<file path="src/rtl/ptp_offset_servo_if.sv">
// Sample/correction bundle between the 1588 offset calculator, the offset servo
// and the local time counter.
interface ptp_offset_servo_if;
  // Valid-only protocol: each *_valid is a one-cycle pulse with no ready; a sample
  // that arrives while the servo is busy is dropped and reported on o_overrun.
  logic        i_delta_valid;
  logic [79:0] i_delta_t;
  logic        o_step_valid;
  logic [63:0] o_step_ns;
  logic        o_adj_valid;
  logic [31:0] o_freq_adj;
  logic        o_locked;
  logic        o_overrun;
  logic [1:0]  dbg_state;

  modport slave (
    input  i_delta_valid, i_delta_t,
    output o_step_valid, o_step_ns, o_adj_valid, o_freq_adj, o_locked, o_overrun,
    output dbg_state
  );

  modport master (
    output i_delta_valid, i_delta_t,
    input  o_step_valid, o_step_ns, o_adj_valid, o_freq_adj, o_locked, o_overrun,
    input  dbg_state
  );
endinterface

</file>
<file path="src/rtl/ptp_offset_servo.sv">
// Clock servo: turns offset samples into phase steps or PI rate corrections and
// tracks lock. Pipeline: capture, classify, arithmetic, output register.
module ptp_offset_servo #(
  parameter logic [63:0] STEP_THRESH_NS = 64'd1000,
  parameter logic [63:0] LOCK_THRESH_NS = 64'd100,
  parameter int unsigned LOCK_COUNT     = 8,
  parameter int unsigned SETTLE_SAMPLES = 2,
  parameter int unsigned KP_SHIFT       = 2,
  parameter int unsigned KI_SHIFT       = 4,
  parameter logic [47:0] INTEG_LIMIT    = 48'h0000_FFFF_FFFF
) (
  input logic               syc_clk_250m,
  input logic               sys_reset_n,
  ptp_offset_servo_if.slave bus
);
  typedef enum logic [1:0] {IDLE = 2'd0, TRACK = 2'd1, SETTLE = 2'd2} state_t;

  localparam logic [3:0] SETTLE_W = 4'(SETTLE_SAMPLES);
  localparam logic [7:0] LOCK_W   = 8'(LOCK_COUNT);
  localparam logic signed [50:0] MAX32 = 51'sh0_7FFF_FFFF;
  localparam logic signed [50:0] MIN32 = -51'sh0_8000_0000;

  state_t state_q, state_d;
  logic [3:0] settle_q, settle_d;
  logic v0, v1, v2, busy, accept, take, ovr_pend;
  logic [79:0] d0;
  logic signed [63:0] offset_ns;
  logic [63:0] abs_ns;
  logic signed [47:0] err;
  logic is_step, in_lock;
  logic s1_step, s1_lock_ok, s2_step, s2_lock_ok;
  logic signed [47:0] s1_err, integ_q, integ_new, ki_term, kp_term;
  logic [63:0] s1_step_ns, s2_step_ns;
  logic signed [48:0] integ_sum, lim_pos, lim_neg;
  logic signed [49:0] sum50;
  logic signed [50:0] sum_ext, neg_sum;
  logic [31:0] adj_sat, s2_adj;
  logic step_valid_q, adj_valid_q, locked_q, overrun_q;
  logic [63:0] step_ns_q;
  logic [31:0] freq_adj_q;
  logic [7:0] lock_cnt_q, lock_next;

  assign busy   = v0 | v1;
  assign accept = bus.i_delta_valid & ~busy;

  // Integer ns is a floor of the 2^-16 ns value; -2^63 maps to magnitude 2^63.
  assign offset_ns = d0[79:16];
  assign abs_ns    = offset_ns[63] ? (~offset_ns + 64'd1) : offset_ns;
  assign is_step   = abs_ns > STEP_THRESH_NS;
  assign in_lock   = abs_ns < LOCK_THRESH_NS;
  assign err = (d0[79:47] == {33{d0[79]}}) ? d0[47:0]
             : (d0[79] ? 48'h8000_0000_0000 : 48'h7FFF_FFFF_FFFF);

  always_comb begin
    state_d  = state_q;
    settle_d = settle_q;
    take     = 1'b0;
    if (v0) begin
      if (state_q == SETTLE) begin
        settle_d = settle_q - 4'd1;
        if (settle_q == 4'd1) state_d = TRACK;
      end else begin
        take = 1'b1;
        if (is_step) begin
          settle_d = SETTLE_W;
          state_d  = (SETTLE_W == 4'd0) ? TRACK : SETTLE;
        end else begin
          state_d = TRACK;
        end
      end
    end
  end

  always_ff @(posedge syc_clk_250m) begin
    if (!sys_reset_n) begin
      state_q  <= IDLE;
      settle_q <= '0;
    end else begin
      state_q  <= state_d;
      settle_q <= settle_d;
    end
  end

  // PI arithmetic: integrator clamped in 49 bits, sum in 50, negated and saturated to 32.
  assign ki_term   = s1_err >>> KI_SHIFT;
  assign kp_term   = s1_err >>> KP_SHIFT;
  assign lim_pos   = {1'b0, INTEG_LIMIT};
  assign lim_neg   = -lim_pos;
  assign integ_sum = {integ_q[47], integ_q} + {ki_term[47], ki_term};

  always_comb begin
    integ_new = integ_sum[47:0];
    if (integ_sum > lim_pos)      integ_new = lim_pos[47:0];
    else if (integ_sum < lim_neg) integ_new = lim_neg[47:0];
  end

  assign sum50   = {{2{kp_term[47]}}, kp_term} + {{2{integ_new[47]}}, integ_new};
  assign sum_ext = {sum50[49], sum50};
  assign neg_sum = -sum_ext;

  always_comb begin
    adj_sat = neg_sum[31:0];
    if (neg_sum > MAX32)      adj_sat = 32'h7FFF_FFFF;
    else if (neg_sum < MIN32) adj_sat = 32'h8000_0000;
  end

  always_ff @(posedge syc_clk_250m) begin
    if (!sys_reset_n) begin
      v0 <= 1'b0; d0 <= '0;
      v1 <= 1'b0; s1_step <= 1'b0; s1_lock_ok <= 1'b0; s1_err <= '0; s1_step_ns <= '0;
      v2 <= 1'b0; s2_step <= 1'b0; s2_lock_ok <= 1'b0; s2_step_ns <= '0; s2_adj <= '0;
      integ_q <= '0; ovr_pend <= 1'b0;
    end else begin
      v0 <= accept;
      if (accept) d0 <= bus.i_delta_t;
      v1 <= take;
      if (take) begin
        s1_step    <= is_step;
        s1_lock_ok <= in_lock;
        s1_err     <= err;
        s1_step_ns <= -offset_ns;
      end
      v2 <= v1;
      if (v1) begin
        s2_step    <= s1_step;
        s2_lock_ok <= s1_lock_ok;
        s2_step_ns <= s1_step_ns;
        s2_adj     <= adj_sat;
        integ_q    <= s1_step ? '0 : integ_new;
      end
      ovr_pend <= bus.i_delta_valid & busy;
    end
  end

  assign lock_next = (lock_cnt_q == LOCK_W) ? lock_cnt_q : lock_cnt_q + 8'd1;

  always_ff @(posedge syc_clk_250m) begin
    if (!sys_reset_n) begin
      step_valid_q <= 1'b0; adj_valid_q <= 1'b0; step_ns_q <= '0; freq_adj_q <= '0;
      locked_q <= 1'b0; lock_cnt_q <= '0; overrun_q <= 1'b0;
    end else begin
      step_valid_q <= v2 & s2_step;
      adj_valid_q  <= v2 & ~s2_step;
      overrun_q    <= ovr_pend;
      if (v2 && s2_step) begin
        step_ns_q  <= s2_step_ns;
        lock_cnt_q <= '0;
        locked_q   <= 1'b0;
      end
      if (v2 && !s2_step) begin
        freq_adj_q <= s2_adj;
        if (s2_lock_ok) begin
          lock_cnt_q <= lock_next;
          locked_q   <= (lock_next == LOCK_W);
        end else begin
          lock_cnt_q <= '0;
          locked_q   <= 1'b0;
        end
      end
    end
  end

  assign bus.o_step_valid = step_valid_q;
  assign bus.o_step_ns    = step_ns_q;
  assign bus.o_adj_valid  = adj_valid_q;
  assign bus.o_freq_adj   = freq_adj_q;
  assign bus.o_locked     = locked_q;
  assign bus.o_overrun    = overrun_q;
  assign bus.dbg_state    = state_q;
endmodule

</file>
<file path="src/flat_wrapper.sv">
// flat-port wrapper written by rule: the top's interface ports become plain ports
module ptp_offset_servo_flat 
#(
  parameter logic [63:0] STEP_THRESH_NS = 64'd1000,
  parameter logic [63:0] LOCK_THRESH_NS = 64'd100,
  parameter int unsigned LOCK_COUNT     = 8,
  parameter int unsigned SETTLE_SAMPLES = 2,
  parameter int unsigned KP_SHIFT       = 2,
  parameter int unsigned KI_SHIFT       = 4,
  parameter logic [47:0] INTEG_LIMIT    = 48'h0000_FFFF_FFFF
)
  (syc_clk_250m, sys_reset_n, bus_i_delta_valid, bus_i_delta_t, bus_o_step_valid, bus_o_step_ns, bus_o_adj_valid, bus_o_freq_adj, bus_o_locked, bus_o_overrun, bus_dbg_state);
  ptp_offset_servo_if bus_i ();
  input logic syc_clk_250m;
  input logic sys_reset_n;
  input wire logic [$bits(bus_i.i_delta_valid)-1:0] bus_i_delta_valid;
  input wire logic [$bits(bus_i.i_delta_t)-1:0] bus_i_delta_t;
  output wire logic [$bits(bus_i.o_step_valid)-1:0] bus_o_step_valid;
  output wire logic [$bits(bus_i.o_step_ns)-1:0] bus_o_step_ns;
  output wire logic [$bits(bus_i.o_adj_valid)-1:0] bus_o_adj_valid;
  output wire logic [$bits(bus_i.o_freq_adj)-1:0] bus_o_freq_adj;
  output wire logic [$bits(bus_i.o_locked)-1:0] bus_o_locked;
  output wire logic [$bits(bus_i.o_overrun)-1:0] bus_o_overrun;
  output wire logic [$bits(bus_i.dbg_state)-1:0] bus_dbg_state;
  assign bus_i.i_delta_valid = bus_i_delta_valid;
  assign bus_i.i_delta_t = bus_i_delta_t;
  assign bus_o_step_valid = bus_i.o_step_valid;
  assign bus_o_step_ns = bus_i.o_step_ns;
  assign bus_o_adj_valid = bus_i.o_adj_valid;
  assign bus_o_freq_adj = bus_i.o_freq_adj;
  assign bus_o_locked = bus_i.o_locked;
  assign bus_o_overrun = bus_i.o_overrun;
  assign bus_dbg_state = bus_i.dbg_state;
  ptp_offset_servo #(.STEP_THRESH_NS(STEP_THRESH_NS), .LOCK_THRESH_NS(LOCK_THRESH_NS), .LOCK_COUNT(LOCK_COUNT), .SETTLE_SAMPLES(SETTLE_SAMPLES), .KP_SHIFT(KP_SHIFT), .KI_SHIFT(KI_SHIFT), .INTEG_LIMIT(INTEG_LIMIT)) u_core (.syc_clk_250m(syc_clk_250m), .sys_reset_n(sys_reset_n), .bus(bus_i));
endmodule
</file>
<file path="config.mk">
export PLATFORM = sky130hd
export DESIGN_NAME = ptp_offset_servo_flat
export DESIGN_NICKNAME = d
export VERILOG_FILES = /design/src/rtl/ptp_offset_servo_if.sv /design/src/rtl/ptp_offset_servo.sv /design/src/flat_wrapper.sv
export SDC_FILE = /design/constraint.sdc
export NUM_CORES = 1
export LEC_CHECK = 0
export CELL_PAD_IN_SITES_DETAIL_PLACEMENT = 0
export CELL_PAD_IN_SITES_GLOBAL_PLACEMENT = 1
export CORE_MARGIN = 2
export CORE_UTILIZATION = 52
export DETAILED_ROUTE_END_ITERATION = 10
export DONT_BUFFER_PORTS = 1
export PLACE_DENSITY_LB_ADDON = 0.15
export SKIP_CTS_REPAIR_TIMING = 1
export SYNTH_ARGS = -nofsm -noshare
export SYNTH_HDL_FRONTEND = slang
export SYNTH_SLANG_ARGS = --single-unit
</file>
<file path="constraint.sdc">
create_clock -name syc_clk_250m -period 16.87 [get_ports syc_clk_250m]
set_input_delay 1.687 -clock syc_clk_250m [delete_from_list [all_inputs] [get_ports syc_clk_250m]]
set_output_delay 1.687 -clock syc_clk_250m [all_outputs]
set_load 0.05 [all_outputs]
</file>
* Yosys cells after proc, flatten, opt, wreduce, memory -nomap -nowiden
Index checks and enable logic that the tools add are counted. Widths: inputs -> output; s select.
Operators by class: add/sub/neg operators 7, reductions and logical operators 7, equality and inequality tests 6, magnitude comparators 6, bitwise gates (word level) 8, multiplexer cells 22
Operator list (number):
- $mux 48 | 5
- $add 64x1->64 const B | 1
- $gt 64x10->1 const B | 1
- $lt 64x7->1 const B | 1
- $mux 32 | 2
- $mux 64 | 1
- $neg 64->64 | 1
- $not 64->64 | 1
- $gt 51x32->1 const B | 1
- $lt 51x32->1 const B | 1
- $neg 49->51 | 1
- $add 46x48->49 | 1
- $add 48x44->49 | 1
- $gt 49x33->1 const B | 1
- $lt 49x33->1 const B | 1
- $eq 32x32->1 | 1
- $mux 8 | 4
- $eq 8x4->1 const B | 2
- $add 8x1->8 const B | 1
- $mux 4 | 2
- $mux 2 | 3
- $mux 1 | 5
- $and 1x1->1 | 4
- $eq 4x1->1 const B | 1
- other kinds (9) | 13
Word-level totals: word-level logic and storage cells 79, input port bits 83, flip-flop bits (word level) 458, output and inout bits 102

* Logic depth before layout (Yosys ltp)
depth in word-level cells 9, gate-level depth with buffers 32, mapped depth without buffers 29

* Worst setup path after synthesis
OpenSTA, ideal clock, no wires.
path kind flip-flop to flip-flop, from register u_core.integ_q[0], to register u_core.s2_adj[21], path slack 9.355 ns, library setup time 0.134 ns, clock period less this slack 7.515 ns, buffers on the path 4, data required time 16.736 ns, cell stages (with the launch flop) 31, arrival 7.382 ns, cell sequence dfxtp_1 > ha_1 > fa_1 > a21o_1 > a221o_1 > a211oi_2 > o211ai_2 > o21a_1 > xnor2_1 > or4_1 > or4_1 > or4_1 > buf_2 > nand2_1 > clkbuf_1 > a21oi_1 > ha_1 > ha_1 > clkbuf_1 > and4_1 > and2_1 > a221oi_1 > o31ai_1 > o31ai_1 > xnor2_1 > o2111ai_1 > nor4_1 > nand4_1 > o31ai_1 > clkbuf_1 > o22ai_1
Between the ends: word-level cells in the longest chain between the ends 9, elaborated cells between the ends (all ways) 11, classes of those cells add/sub: 3; order compare: 4; mux: 4
RTL lines:
- start: declaration | RTL line ptp_offset_servo.sv:32 | logic signed [47:0] s1_err, integ_q, integ_new, ki_term, kp_term;
- start signal: assignment | RTL line ptp_offset_servo.sv:129 | integ_q <= s1_step ? '0 : integ_new;
- $add 48x44->49 * | RTL line ptp_offset_servo.sv:89 | assign integ_sum = {integ_q[47], integ_q} + {ki_term[47], ki_term};
- $lt 49x33->1 | RTL line ptp_offset_servo.sv:94 | else if (integ_sum < lim_neg) integ_new = lim_neg[47:0];
- $mux 48 | RTL line ptp_offset_servo.sv:94
- $mux 48 * | RTL line ptp_offset_servo.sv:93 | if (integ_sum > lim_pos) integ_new = lim_pos[47:0];
- $add 46x48->49 * | RTL line ptp_offset_servo.sv:97 | assign sum50 = {{2{kp_term[47]}}, kp_term} + {{2{integ_new[47]}}, integ_new};
- $neg 49->51 * | RTL line ptp_offset_servo.sv:99 | assign neg_sum = -sum_ext;
- $lt 51x32->1 | RTL line ptp_offset_servo.sv:104 | else if (neg_sum < MIN32) adj_sat = 32'h8000_0000;
- $mux 32 | RTL line ptp_offset_servo.sv:104
- $mux 32 * | RTL line ptp_offset_servo.sv:103 | if (neg_sum > MAX32) adj_sat = 32'h7FFF_FFFF;
- end signal: assignment | RTL line ptp_offset_servo.sv:128 | s2_adj <= adj_sat;
- end: declaration | RTL line ptp_offset_servo.sv:37 | logic [31:0] adj_sat, s2_adj;
Every way passes the cells marked *; elsewhere a longest branch is shown, timed or not. A chain may end at the register's enable or synchronous reset.

* Worst setup path after layout
from register u_core.integ_q[0], to register u_core.s2_adj[1]
The elaborated chain is that of the path after synthesis.

==> results.yml <==
critical_path:
  crit_family: "compound AO/OA/AOI/OAI gates"
  cp.buffers_inverters: 2
  required_ns: 17.29
  crit_fanout: 31
  critPathCaptureType: "flop"
  cpMaxStageDelayCell: "o31ai_4"
  criticalPathCategory: "reg -> reg"
  cp.depth: 29
  r2r_cells: 29
  cp_slowest_stage_delay_ns: 1.06
  cp.arrival_ns: 10.73
  start_kind: "flop"
detailed_routing:
  ant_nets: 0
  drt_iter0_markers: 1764
  wl_um: 84600
  wl_per_cell_um: 20.7
  dr.pass1.iters: 6
  vias: 24600
  drc_errors: 0
  viasPerCell: 6.03
sta:
  setup_slack_ns: 6.55
  worst_pin_slew_ns: 1.32
  rsz0062_at_grt: "false"
  setup_violations: 0
  skew_ns: 0.0376
  whs_ns: 0.458
  slew_viol_final: 0
  fin_crit_sh: 0.611
  finalHoldViolations: 0
  min_period_ns: 10.32
  slew_headroom: 0.118
  timing.setup.tns_ns: 0
  clock.fmax_mhz: 96.9
clock_network:
  clk_latency_ns: 0.62
  numCtsBuffers: 48
  cts_tree: "built"
  clk_path_buf_depth: 3
  cts.sinks: 454
  cts.clk_slew.worst_paths_ns: 0.06
  cts-htree-levels: 2
  clockRootBuffer: "clkbuf_16"
logic_synthesis:
  netlist_instances: 3545
  ys_types: 93
  yosysSeqAreaShare: 0.331
  netlist_area_um2: 27400
  ys_ff_latch: 454
  synth-edff-count: 0
  synth_ff_type: "dfxtp_1"
  synthesis.nets: 3781
  ys_warn_count: 0
  syn_avg_cell_area_um2: 7.74
  ys_async_sr_fraction: 0
grt:
  grt_pass1_vias: 23600
  antenna_found_initial: 2
  grt_pass1_wl_um: 130000
  met3_usage: 0.0386
  grt_max_degree: 431
  grt_use_total: 0.302
  grtUsageMet2: 0.552
  grt-ovfl-total: 0
  grt_busiest_layer: "met2"
  grt_util_met1: 0.345
floorplan:
  die_w_um: 234
  io_pins: 185
  row_count: 84
  core-area_um2: 52300
  start_util: 0.524
  dieArea_um2: 54600
  die_height_um: 234
hold_path:
  hold_class: "reg -> reg"
  min_path_cells: 2
power_and_ir_drop:
  finalPower_mw: 3.24
  powerDensity_nw_per_um2: 111
  ir_drop_mv: 0.0729
  leakage_nw: 10.7
placement:
  dp_hpwl_um: 62500
  numPortBuffers: 0
  placed_area_um2: 27500
  place.gp.congestion: 0.945
  pre_cts_ws_ns: 6.70
cells_and_area:
  final_cell_mix: "nand2_1 (678), dfxtp_1 (453), o21ai_0 (221)"
  num-nets-final: 3592
  syn_to_final_growth_pct: 6.28
  final_area_um2: 29200
  final_common_cell: "nand2_1"
  layout-drive-gt1-share: 0.0460
  n_fill_cell: 4995
run:
  drv_cap: 0
status:
  status: "complete, no violations"
==> cell usage after synthesis (all sizes together), types with 8 or more instances <==
cell | n | area [um2]
a211oi | 22 | 180
a21boi | 208 | 1560
a21o | 30 | 225
a21oi | 187 | 947
a31oi | 69 | 432
and2 | 64 | 403
and3 | 20 | 125
and4 | 9 | 78.8
buf | 40 | 204
clkbuf | 217 | 816
dfxtp | 454 | 9090
ha | 151 | 1890
inv | 94 | 353
mux2i | 73 | 731
nand2 | 682 | 2560
nand2b | 45 | 282
nand3 | 66 | 335
nand3b | 8 | 60.1
nand4 | 58 | 369
nor2 | 143 | 539
nor2b | 97 | 607
nor3 | 59 | 295
nor3b | 10 | 80.1
nor4 | 41 | 284
o211ai | 48 | 365
o21a | 35 | 263
o21ai | 231 | 1160
o21bai | 12 | 90.1
o22ai | 35 | 219
o311ai | 19 | 196
o31ai | 17 | 128
or2 | 14 | 87.6
or3 | 34 | 213
or4 | 16 | 120
xnor2 | 72 | 631
xor2 | 65 | 569
==> path summary, 6_finish.rpt <==
path | from | to | slack (ns)
setup / recovery | u_core.integ_q[0] | u_core.s2_adj[1] | 6.55
hold / removal | u_core.s2_step_ns[12] | u_core.bus.o_step_ns[12] | 0.46
setup reg to reg | u_core.integ_q[0] | u_core.s2_adj[1] | 6.55
hold reg to reg | u_core.s2_step_ns[12] | u_core.bus.o_step_ns[12] | 0.46
==> layout make-up <==
type	count	area [um2]	area share
flip-flops and latches	454	9090	0.312
well taps	688	861	0.0295
multi-input cells	2738	17000	0.584
inverters	96	360	0.0124
repair buffers	18	135	0.00463
clock buffers	72	1430	0.0491
diodes	1	2.50	0.0000858
clock inverters	15	251	0.00862
==> where the power goes <==
part           leakage (nW)  switching, mW  internal [mW]
combinational          6.21          0.584          0.350
sequential             3.69         0.0680           1.13
clock                 0.825          0.459          0.653
==> layer usage <==
layer	routed length, um	up-vias
li1	-	12100
met1	34300	11700
met2	42400	589
met3	3610	173
met4	4340	0
met5	0	-
==> tightest hold or removal path: cells and delay by family (launching register included) <==
kind	cells	cell delay (ns)
DFF	1	0.32
and+or+nand+nor	1	0.06
AOI/OAI and AO/OA	1	0.06
==> sequential cells by signal (all words and copies together), names as in the netlist, 2 cells and up <==
name,flops
u_core.bus.o_freq_adj,32
u_core.bus.dbg_state,2
u_core.s2_step_ns,64
u_core.s1_err,46
u_core.lock_cnt_q,8
u_core.s1_step_ns,64
u_core.s2_adj,32
u_core.integ_q,48
u_core.bus.o_step_ns,64
u_core.settle_q,4
u_core.d0,78
==> kinds of logic (layout without fill, tap and decap cells) <==
logic type                 after synthesis  count (layout)  share of synthesized area
DFF                                    454             454                      0.331
adders and majority gates              153             153                     0.0703
buffers and inverters                  353             201                     0.0503
xor gates and xnor gates               137             137                     0.0437
muxes                                   78              78                     0.0287
other                                    0               1                          0
AOI/OAI and AO/OA                      990             990                      0.237
and+or+nand+nor                       1380            1380                      0.239
==> stage by stage <==
step / utilization / std cells
3_3_place_gp: 0.525 / 3994
6_report: 0.557 / 4082
3_5_place_dp: 0.525 / 3994
5_1_grt: 0.557 / 4082
4_1_cts: 0.557 / 4081
2_1_floorplan: - / 3545
Power figures use the tool's default switching activity.
